`src/rtl/intt_butterfly_pipe_if.sv`:
```
// Valid/ready bundle for the inverse-NTT butterfly: coefficient pair in, result pair out.
// The master side feeds coefficients and drains results; the slave side is the butterfly.
interface intt_butterfly_pipe_if #(
    parameter int DWIDTH = 12
);
    logic              in_valid;
    logic              in_ready;
    logic [DWIDTH-1:0] in_a;
    logic [DWIDTH-1:0] in_b;
    logic [DWIDTH-1:0] in_zeta;
    logic              out_valid;
    logic              out_ready;
    logic [DWIDTH-1:0] out_a;
    logic [DWIDTH-1:0] out_b;
    logic              busy;

    modport master (
        output in_valid, in_a, in_b, in_zeta, out_ready,
        input  in_ready, out_valid, out_a, out_b, busy
    );

    modport slave (
        input  in_valid, in_a, in_b, in_zeta, out_ready,
        output in_ready, out_valid, out_a, out_b, busy
    );
endinterface

```
`src/rtl/intt_butterfly_pipe.sv`:
```
// Three-stage Gentleman-Sande butterfly: out_a = (a+b) mod Q, out_b = MontRed(zeta*(b-a)).
// The whole pipeline advances in lockstep; a stalled output freezes every stage.
module intt_butterfly_pipe #(
    parameter int DWIDTH   = 12,
    parameter int Q        = 3329,
    parameter int QNEG_INV = 3327
) (
    input logic                  clk,
    input logic                  rst_n,
    intt_butterfly_pipe_if.slave bus
);
    localparam int RBITS = 16;
    localparam int PW    = 2 * DWIDTH;
    localparam int UW    = RBITS + DWIDTH + 1;

    localparam logic [DWIDTH:0] Q_EXT   = (DWIDTH+1)'(Q);
    localparam logic [RBITS-1:0] QN_R   = RBITS'(QNEG_INV);
    localparam logic [UW-1:0]    Q_WIDE = UW'(Q);

    logic en;
    logic v1, v2, v3;

    logic [DWIDTH-1:0] s1_sum, s1_diff, s1_zeta;
    logic [DWIDTH-1:0] s2_sum;
    logic [PW-1:0]     s2_prod;
    logic [DWIDTH-1:0] s3_a, s3_b;

    logic [DWIDTH:0]   sum_raw, diff_raw;
    logic [DWIDTH-1:0] sum_mod, diff_mod;
    logic [RBITS-1:0]  mont_m;
    logic [UW-1:0]     mont_full;
    logic [DWIDTH:0]   mont_u;
    logic [DWIDTH-1:0] mont_red;

    assign en           = ~v3 | bus.out_ready;
    assign bus.in_ready = en;
    assign bus.out_valid = v3;
    assign bus.out_a    = s3_a;
    assign bus.out_b    = s3_b;
    assign bus.busy     = v1 | v2 | v3;

    // Stage 1: modular add and subtract; diff_raw's top bit flags b < a.
    assign sum_raw  = {1'b0, bus.in_a} + {1'b0, bus.in_b};
    assign diff_raw = {1'b0, bus.in_b} - {1'b0, bus.in_a};
    assign sum_mod  = (sum_raw >= Q_EXT) ? DWIDTH'(sum_raw - Q_EXT) : sum_raw[DWIDTH-1:0];
    assign diff_mod = diff_raw[DWIDTH] ? DWIDTH'(diff_raw + Q_EXT) : diff_raw[DWIDTH-1:0];

    // Stage 3: Montgomery reduction with R = 2^16; low RBITS of mont_full are zero by construction.
    assign mont_m    = s2_prod[RBITS-1:0] * QN_R;
    assign mont_full = UW'(s2_prod) + UW'(mont_m) * Q_WIDE;
    assign mont_u    = (DWIDTH+1)'(mont_full >> RBITS);
    assign mont_red  = (mont_u >= Q_EXT) ? DWIDTH'(mont_u - Q_EXT) : mont_u[DWIDTH-1:0];

    always_ff @(posedge clk) begin
        if (!rst_n) begin
            v1      <= 1'b0;
            v2      <= 1'b0;
            v3      <= 1'b0;
            s1_sum  <= '0;
            s1_diff <= '0;
            s1_zeta <= '0;
            s2_sum  <= '0;
            s2_prod <= '0;
            s3_a    <= '0;
            s3_b    <= '0;
        end else if (en) begin
            v1      <= bus.in_valid & bus.in_ready;
            v2      <= v1;
            v3      <= v2;
            s1_sum  <= sum_mod;
            s1_diff <= diff_mod;
            s1_zeta <= bus.in_zeta;
            s2_sum  <= s1_sum;
            s2_prod <= s1_diff * s1_zeta;
            s3_a    <= s2_sum;
            s3_b    <= mont_red;
        end
    end
endmodule

```
`src/flat_wrapper.sv`:
```
// flat-port wrapper written by rule: the top's interface ports become plain ports
module intt_butterfly_pipe_flat 
#(
    parameter int DWIDTH   = 12,
    parameter int Q        = 3329,
    parameter int QNEG_INV = 3327
)
  (clk, rst_n, bus_in_valid, bus_in_a, bus_in_b, bus_in_zeta, bus_out_ready, bus_in_ready, bus_out_valid, bus_out_a, bus_out_b, bus_busy);
  intt_butterfly_pipe_if #(.DWIDTH(DWIDTH)) bus_i ();
  input logic clk;
  input logic rst_n;
  input wire logic [$bits(bus_i.in_valid)-1:0] bus_in_valid;
  input wire logic [$bits(bus_i.in_a)-1:0] bus_in_a;
  input wire logic [$bits(bus_i.in_b)-1:0] bus_in_b;
  input wire logic [$bits(bus_i.in_zeta)-1:0] bus_in_zeta;
  input wire logic [$bits(bus_i.out_ready)-1:0] bus_out_ready;
  output wire logic [$bits(bus_i.in_ready)-1:0] bus_in_ready;
  output wire logic [$bits(bus_i.out_valid)-1:0] bus_out_valid;
  output wire logic [$bits(bus_i.out_a)-1:0] bus_out_a;
  output wire logic [$bits(bus_i.out_b)-1:0] bus_out_b;
  output wire logic [$bits(bus_i.busy)-1:0] bus_busy;
  assign bus_i.in_valid = bus_in_valid;
  assign bus_i.in_a = bus_in_a;
  assign bus_i.in_b = bus_in_b;
  assign bus_i.in_zeta = bus_in_zeta;
  assign bus_i.out_ready = bus_out_ready;
  assign bus_in_ready = bus_i.in_ready;
  assign bus_out_valid = bus_i.out_valid;
  assign bus_out_a = bus_i.out_a;
  assign bus_out_b = bus_i.out_b;
  assign bus_busy = bus_i.busy;
  intt_butterfly_pipe #(.DWIDTH(DWIDTH), .Q(Q), .QNEG_INV(QNEG_INV)) u_core (.clk(clk), .rst_n(rst_n), .bus(bus_i));
endmodule
```
`config.mk`:
```
export PLATFORM = sky130hd
export DESIGN_NAME = intt_butterfly_pipe_flat
export DESIGN_NICKNAME = d
export VERILOG_FILES = /design/src/rtl/intt_butterfly_pipe_if.sv /design/src/rtl/intt_butterfly_pipe.sv /design/src/flat_wrapper.sv
export SDC_FILE = /design/constraint.sdc
export NUM_CORES = 1
export LEC_CHECK = 0
export CELL_PAD_IN_SITES_DETAIL_PLACEMENT = 2
export CELL_PAD_IN_SITES_GLOBAL_PLACEMENT = 2
export CORE_ASPECT_RATIO = 0.8
export CORE_MARGIN = 2
export CORE_UTILIZATION = 36
export DETAILED_ROUTE_END_ITERATION = 10
export PLACE_DENSITY_LB_ADDON = 0.1
export SLEW_MARGIN = 0
export SYNTH_ARGS = -nofsm -noshare
export SYNTH_HDL_FRONTEND = slang
export SYNTH_SLANG_ARGS = --single-unit
```
`constraint.sdc`:
```
create_clock -name clk -period 9.65 [get_ports clk]
set_input_delay 0.965 -clock clk [delete_from_list [all_inputs] [get_ports clk]]
set_output_delay 0.965 -clock clk [all_outputs]
set_load 0.05 [all_outputs]
```
==> Word-level counts from Yosys, hierarchy flattened <==
Cells that the tools add are included.
{ "totals": {"regBits": 99, "inputBits": 40, "out_inout_bits": 27} }
{ "op_classes": {"bitwise_logic": 5, "n_lt_le_gt_ge": 2, "add_sub_neg": 6, "muxes": 3, "multipliers": 3} }
{ "op_table": {"columns": ["cell", "count"], "rows": [
  ["12-bit two-way mux", 3],
  ["24-bit by 28-bit adder with 29-bit output", 1],
  ["16-bit by 12-bit multiplier with 28-bit output, second input constant", 1],
  ["13-bit by 12-bit >= comparator with 1-bit output, second input constant", 2],
  ["12-bit by 12-bit multiplier with 24-bit output", 1],
  ["12-bit subtractor, second input constant", 2],
  ["16-bit by 12-bit multiplier with 16-bit output, second input constant", 1],
  ["12-bit by 12-bit adder with 13-bit output", 1],
  ["12-bit by 12-bit subtractor with 13-bit output", 1],
  ["12-bit adder, second input constant", 1],
  ["1-bit bitwise OR", 3],
  ["1-bit AND", 1],
  ["1-bit inverter", 1]
]} }

==> Logic depth before layout (Yosys ltp) <==
{ "logic_depth": {"ltp_word": 5, "mapped_depth": 41, "ltp_nobuf": 41} }

==> Worst setup path before layout <==
OpenSTA, ideal clock, no wires.
{ "synth_path": {"path_kind": "reg-to-reg", "start": "register u_core.s2_prod[1]", "end": "register u_core.s3_b[5], in the netlist u_core.bus.out_b[5]", "t_arrival_ns": 9.121, "slack_ns": 0.439, "stages_incl_launch_ff": 40, "cell_sequence": "dfxtp_1 -> inv_1 -> fa_1 -> inv_1 -> ha_1 -> fa_1 -> inv_1 -> fa_1 -> fa_1 -> inv_1 -> ha_1 -> inv_1 -> nor2_1 -> nor2_1 -> o21bai_1 -> a21oi_1 -> nor2b_1 -> o21a_1 -> [... 4 more ...] -> ha_1 -> ha_1 -> fa_1 -> inv_1 -> fa_1 -> inv_1 -> ha_1 -> a21o_1 -> a21oi_1 -> nor2b_1 -> a31o_4 -> a21oi_4 -> o41ai_1 -> xor2_1 -> o211ai_2 -> nand2_4 -> or4_1 -> a311oi_1"} }
{ "synth_via": {"elab_chain_cells": 5, "elab_cells_between_ends": 6} }
{ "synth_rtl": {"columns": ["element", "line", "source"], "rows": [
  ["start: declaration", "intt_butterfly_pipe.sv:25", "logic [PW-1:0] s2_prod;"],
  ["start signal: assignment", "intt_butterfly_pipe.sv:74", "s2_prod <= s1_diff * s1_zeta;"],
  ["16-bit by 12-bit multiplier with 16-bit output", "intt_butterfly_pipe.sv:49", "assign mont_m = s2_prod[RBITS-1:0] * QN_R;"],
  ["16-bit by 12-bit multiplier with 28-bit output", "intt_butterfly_pipe.sv:50", "assign mont_full = UW'(s2_prod) + UW'(mont_m) * Q_WIDE;"],
  ["24-bit by 28-bit adder with 29-bit output (*)", "intt_butterfly_pipe.sv:50", null],
  ["12-bit subtractor or 13-bit by 12-bit >= comparator with 1-bit output (tied branches)", "intt_butterfly_pipe.sv:52", "assign mont_red = (mont_u >= Q_EXT) ? DWIDTH'(mont_u - Q_EXT) : mont_u[DWIDTH-1:0];"],
  ["12-bit two-way mux (*)", "intt_butterfly_pipe.sv:52", null],
  ["end signal: assignment", "intt_butterfly_pipe.sv:76", "s3_b <= mont_red;"],
  ["end: declaration", "intt_butterfly_pipe.sv:26", "logic [DWIDTH-1:0] s3_a, s3_b;"]
]} }
Mark *: on every way between the ends. The rest lies on a longest branch, timed or not.
A chain may end at the register's enable or synchronous reset.

==> Final worst setup path <==
{ "layout_path": {"start": "register u_core.s2_prod[4]", "end": "register u_core.s3_b[5], in the netlist u_core.bus.out_b[5]"} }
The elaborated chain is that of the path after synthesis.

==> impl_metrics.env <==
export IMPL_outcome="completed"
export IMPL_post_drt_wl_per_cell_um=18.8
export IMPL_via_per_inst=5.12
export IMPL_hpwl_um=37200
export IMPL_hold_viol_final=0
export IMPL_fp_dieArea_um2=43900
export IMPL_ys_seq_area_frac=0.130
export IMPL_fmax_mhz=108
export IMPL_synth_top_area_cell="fa_1"
export IMPL_die_w_um=234
export IMPL_synthAdderAreaFrac=0.445
export IMPL_overflow=0
export IMPL_drtIter0Drc=312
export IMPL_dr_pass1_iters=6
export IMPL_period_share=0.961
export IMPL_clk_path_buf_depth=2
export IMPL_synth_top_family_by_area="adder cells"
export IMPL_core_area_um2=41700
export IMPL_grt_pass1_wl_um=74300
export IMPL_yosysTopAreaCellShare=0.248
export IMPL_setup_viol=0
export IMPL_wirelength_um=45200
export IMPL_cap_violations=0
export IMPL_fp_dieH_um=188
export IMPL_path_class="flop to flop"
export IMPL_cpMostUsedCell="inv_1"
export IMPL_start_util=0.364
export IMPL_cts_root_buf="clkbuf_16"
export IMPL_synth_ff_type="dfxtp_1"
export IMPL_num_rows=67
export IMPL_synth_edf_count=0
export IMPL_critPathSlowestCell="fa_1"
export IMPL_gp_congestion=0.810
export IMPL_yosys_area_share_simple=0.154
export IMPL_final_max_slew_viol_count=0
export IMPL_cp_data_required_time_ns=9.94
export IMPL_layout_min_cycle_time_ns=9.28
export IMPL_ys_types=69
export IMPL_h_tree_depth=3
export IMPL_clk_pin_slew_ns=0.09
export IMPL_cts_sinks=99
export IMPL_drive_gt1_frac=0.0665
export IMPL_clk_latency_ns=0.39
export IMPL_insertedDiodeCount=0
export IMPL_netlist_instances=1796
export IMPL_cp_end_kind="flop"
export IMPL_skew_ns=0.0211
export IMPL_antenna_left=0
export IMPL_io_buffer_count=66
export IMPL_critical_path_arrival_ns=9.57
export IMPL_synth_xor_xnor_area_share=0.0553
export IMPL_syn_avg_cell_area_um2=8.46
export IMPL_synthMuxAreaShare=0.00132
export IMPL_cts_tree="yes"
export IMPL_track_usage=0.214
export IMPL_syn_area_um2=15200
export IMPL_syn2layout_area_growth_pct=13.1
export IMPL_synth_warnings=0
export IMPL_antenna_found_initial=0
export IMPL_hp_class="flop to flop"
export IMPL_path_max_fanout=7
export IMPL_grt_max_degree=75
export IMPL_worstMarginPinSlew_ns=1.29
export IMPL_syn_nets=2264
export IMPL_whs_ns=0.458
export IMPL_nets=2312
export IMPL_ios=67
export IMPL_cts_buffers=9
export IMPL_synth_seq_cells=99
export IMPL_dr_total_vias=12300
export IMPL_slew_headroom=0.133
export IMPL_synth_area_leaders="fa_1, ha_1, dfxtp_1"
export IMPL_synthArstFlopShare=0
export IMPL_slowest_delay_ns=0.57
export IMPL_startpoint_type="flop"
export IMPL_drcViolationCount=0
export IMPL_synth_compound_area_frac=0.118
export IMPL_grt_pass1_vias=13700
[sequential cells by signal (all words and copies together), names as in the netlist]
| signal | flops |
|---|---|
| u_core.bus.out_a | 12 |
| u_core.s1_diff | 12 |
| u_core.s2_prod | 24 |
| u_core.bus.out_b | 12 |
| u_core.s1_sum | 12 |
| u_core.s2_sum | 12 |
| u_core.v1 | 1 |
| u_core.v2 | 1 |
| u_core.bus.out_valid | 1 |
| u_core.s1_zeta | 12 |
[per-layer routing]
layer	vias up	GRT usage	routed length [um]
met2	92	0.360	22000
met3	21	0.0240	758
met1	6305	0.301	22100
li1	5873	-	-
met5	-	0	0
met4	0	0.0285	303
[logic make-up after synthesis]
kind of cell,after synthesis
xor+xnor,96
mux,2
simple gates,511
flops,99
buf+inv,386
compound gates,274
fa+ha+maj,428
[repair_timing]
| action | CTS | global route |
|---|---|---|
| gates resized for setup | 10 | 41 |
| gates cloned | 0 | 0 |
| setup endpoints to repair | 11 | 12 |
| setup buffers | 1 | 15 |
| pin swaps | 1 | 27 |
| hold buffers | 0 | 0 |
[placed cells by master (no fill, tap or decap), drive strengths merged, types with 3 or more instances in the layout]
master           n
nand3           35
nand4           11
o21a             8
a31oi           14
dfxtp           99
xnor2           67
a311oi           3
and2            54
a41o             3
ha             240
or3             10
a21o            18
nor2b           10
nand2b           6
a2111oi          3
a211o            4
buf             41
inv            318
fa             188
a211oi          16
nor4             4
or4              5
o211ai          10
or2              6
nand2          253
clkbuf           9
nor3            26
a21oi          109
o221ai           3
clkdlybuf4s50   66
o31ai            7
xor2            29
o21bai           9
and3            10
clkinv           5
nor2            72
nor3b            4
o21ai           47
[path summary, 6_finish.rpt]
check / start / slack [ns] / cells after the start / to
setup / recovery: u_core.s2_prod[4] / 0.37 / 36 / u_core.bus.out_b[5]
hold / removal: u_core.bus.out_a[0] / 0.46 / 2 / u_core.bus.out_a[0]
setup reg to reg: u_core.s2_prod[4] / 0.37 / 36 / u_core.bus.out_b[5]
hold reg to reg: u_core.bus.out_a[0] / 0.46 / 2 / u_core.bus.out_a[0]
[worst max-delay path, delay by kind of cell (launching register included)]
kind	cells	cell delay, ns
xor+xnor	1	0.25
buf+inv	8	0.57
simple gates	6	1.00
compound gates	10	2.36
fa+ha+maj	11	4.61
flops	1	0.38
[layout make-up]
cell class	count	area [um2]
clock buffer	9	225
tap	552	691
clock inverter	7	88.8
fill	4700	24600
inverter	316	1190
multi-input combinational	1311	12000
timing repair buffer	107	981
sequential	99	1990
[per-stage QoR]
step | instances | util | worst slack (ns) | TNS, ns | area (um2)
global route | 2401 | 0.412 | -0.0688 | -0.199 | 17200
CTS | 2386 | 0.403 | 0.0150 | 0 | 16800
floorplan | 1796 | - | 0.439 | 0 | 15200
detailed placement | 2369 | 0.395 | -0.240 | -0.969 | 16500
finish | 2401 | 0.412 | 0.373 | 0 | 17200
global placement | 2369 | 0.395 | 0.187 | 0 | 16500
[synth_stat cells, types with 3 or more instances]
cell,instances
a311oi_1,3
nand2b_1,6
clkbuf_1,64
xor2_1,29
buf_2,4
nor3b_1,4
a21oi_1,107
xnor2_1,67
or3_1,9
nor4_1,4
nor2b_1,10
or2_2,5
fa_1,188
o21a_1,8
ha_1,240
o21ai_0,44
a31oi_1,14
nor2_1,72
inv_1,316
a211o_1,4
and3_1,9
o211ai_1,9
o221ai_1,3
a41o_1,3
nand3_1,35
a211oi_1,16
nand4_1,11
dfxtp_1,99
and2_1,53
a21o_1,18
nor3_1,26
nand2_1,252
or4_1,4
o31ai_1,6
o21bai_1,9
Power is not shown: default switching activity piles up to over one toggle a cycle in this logic, so the estimate is an artifact.
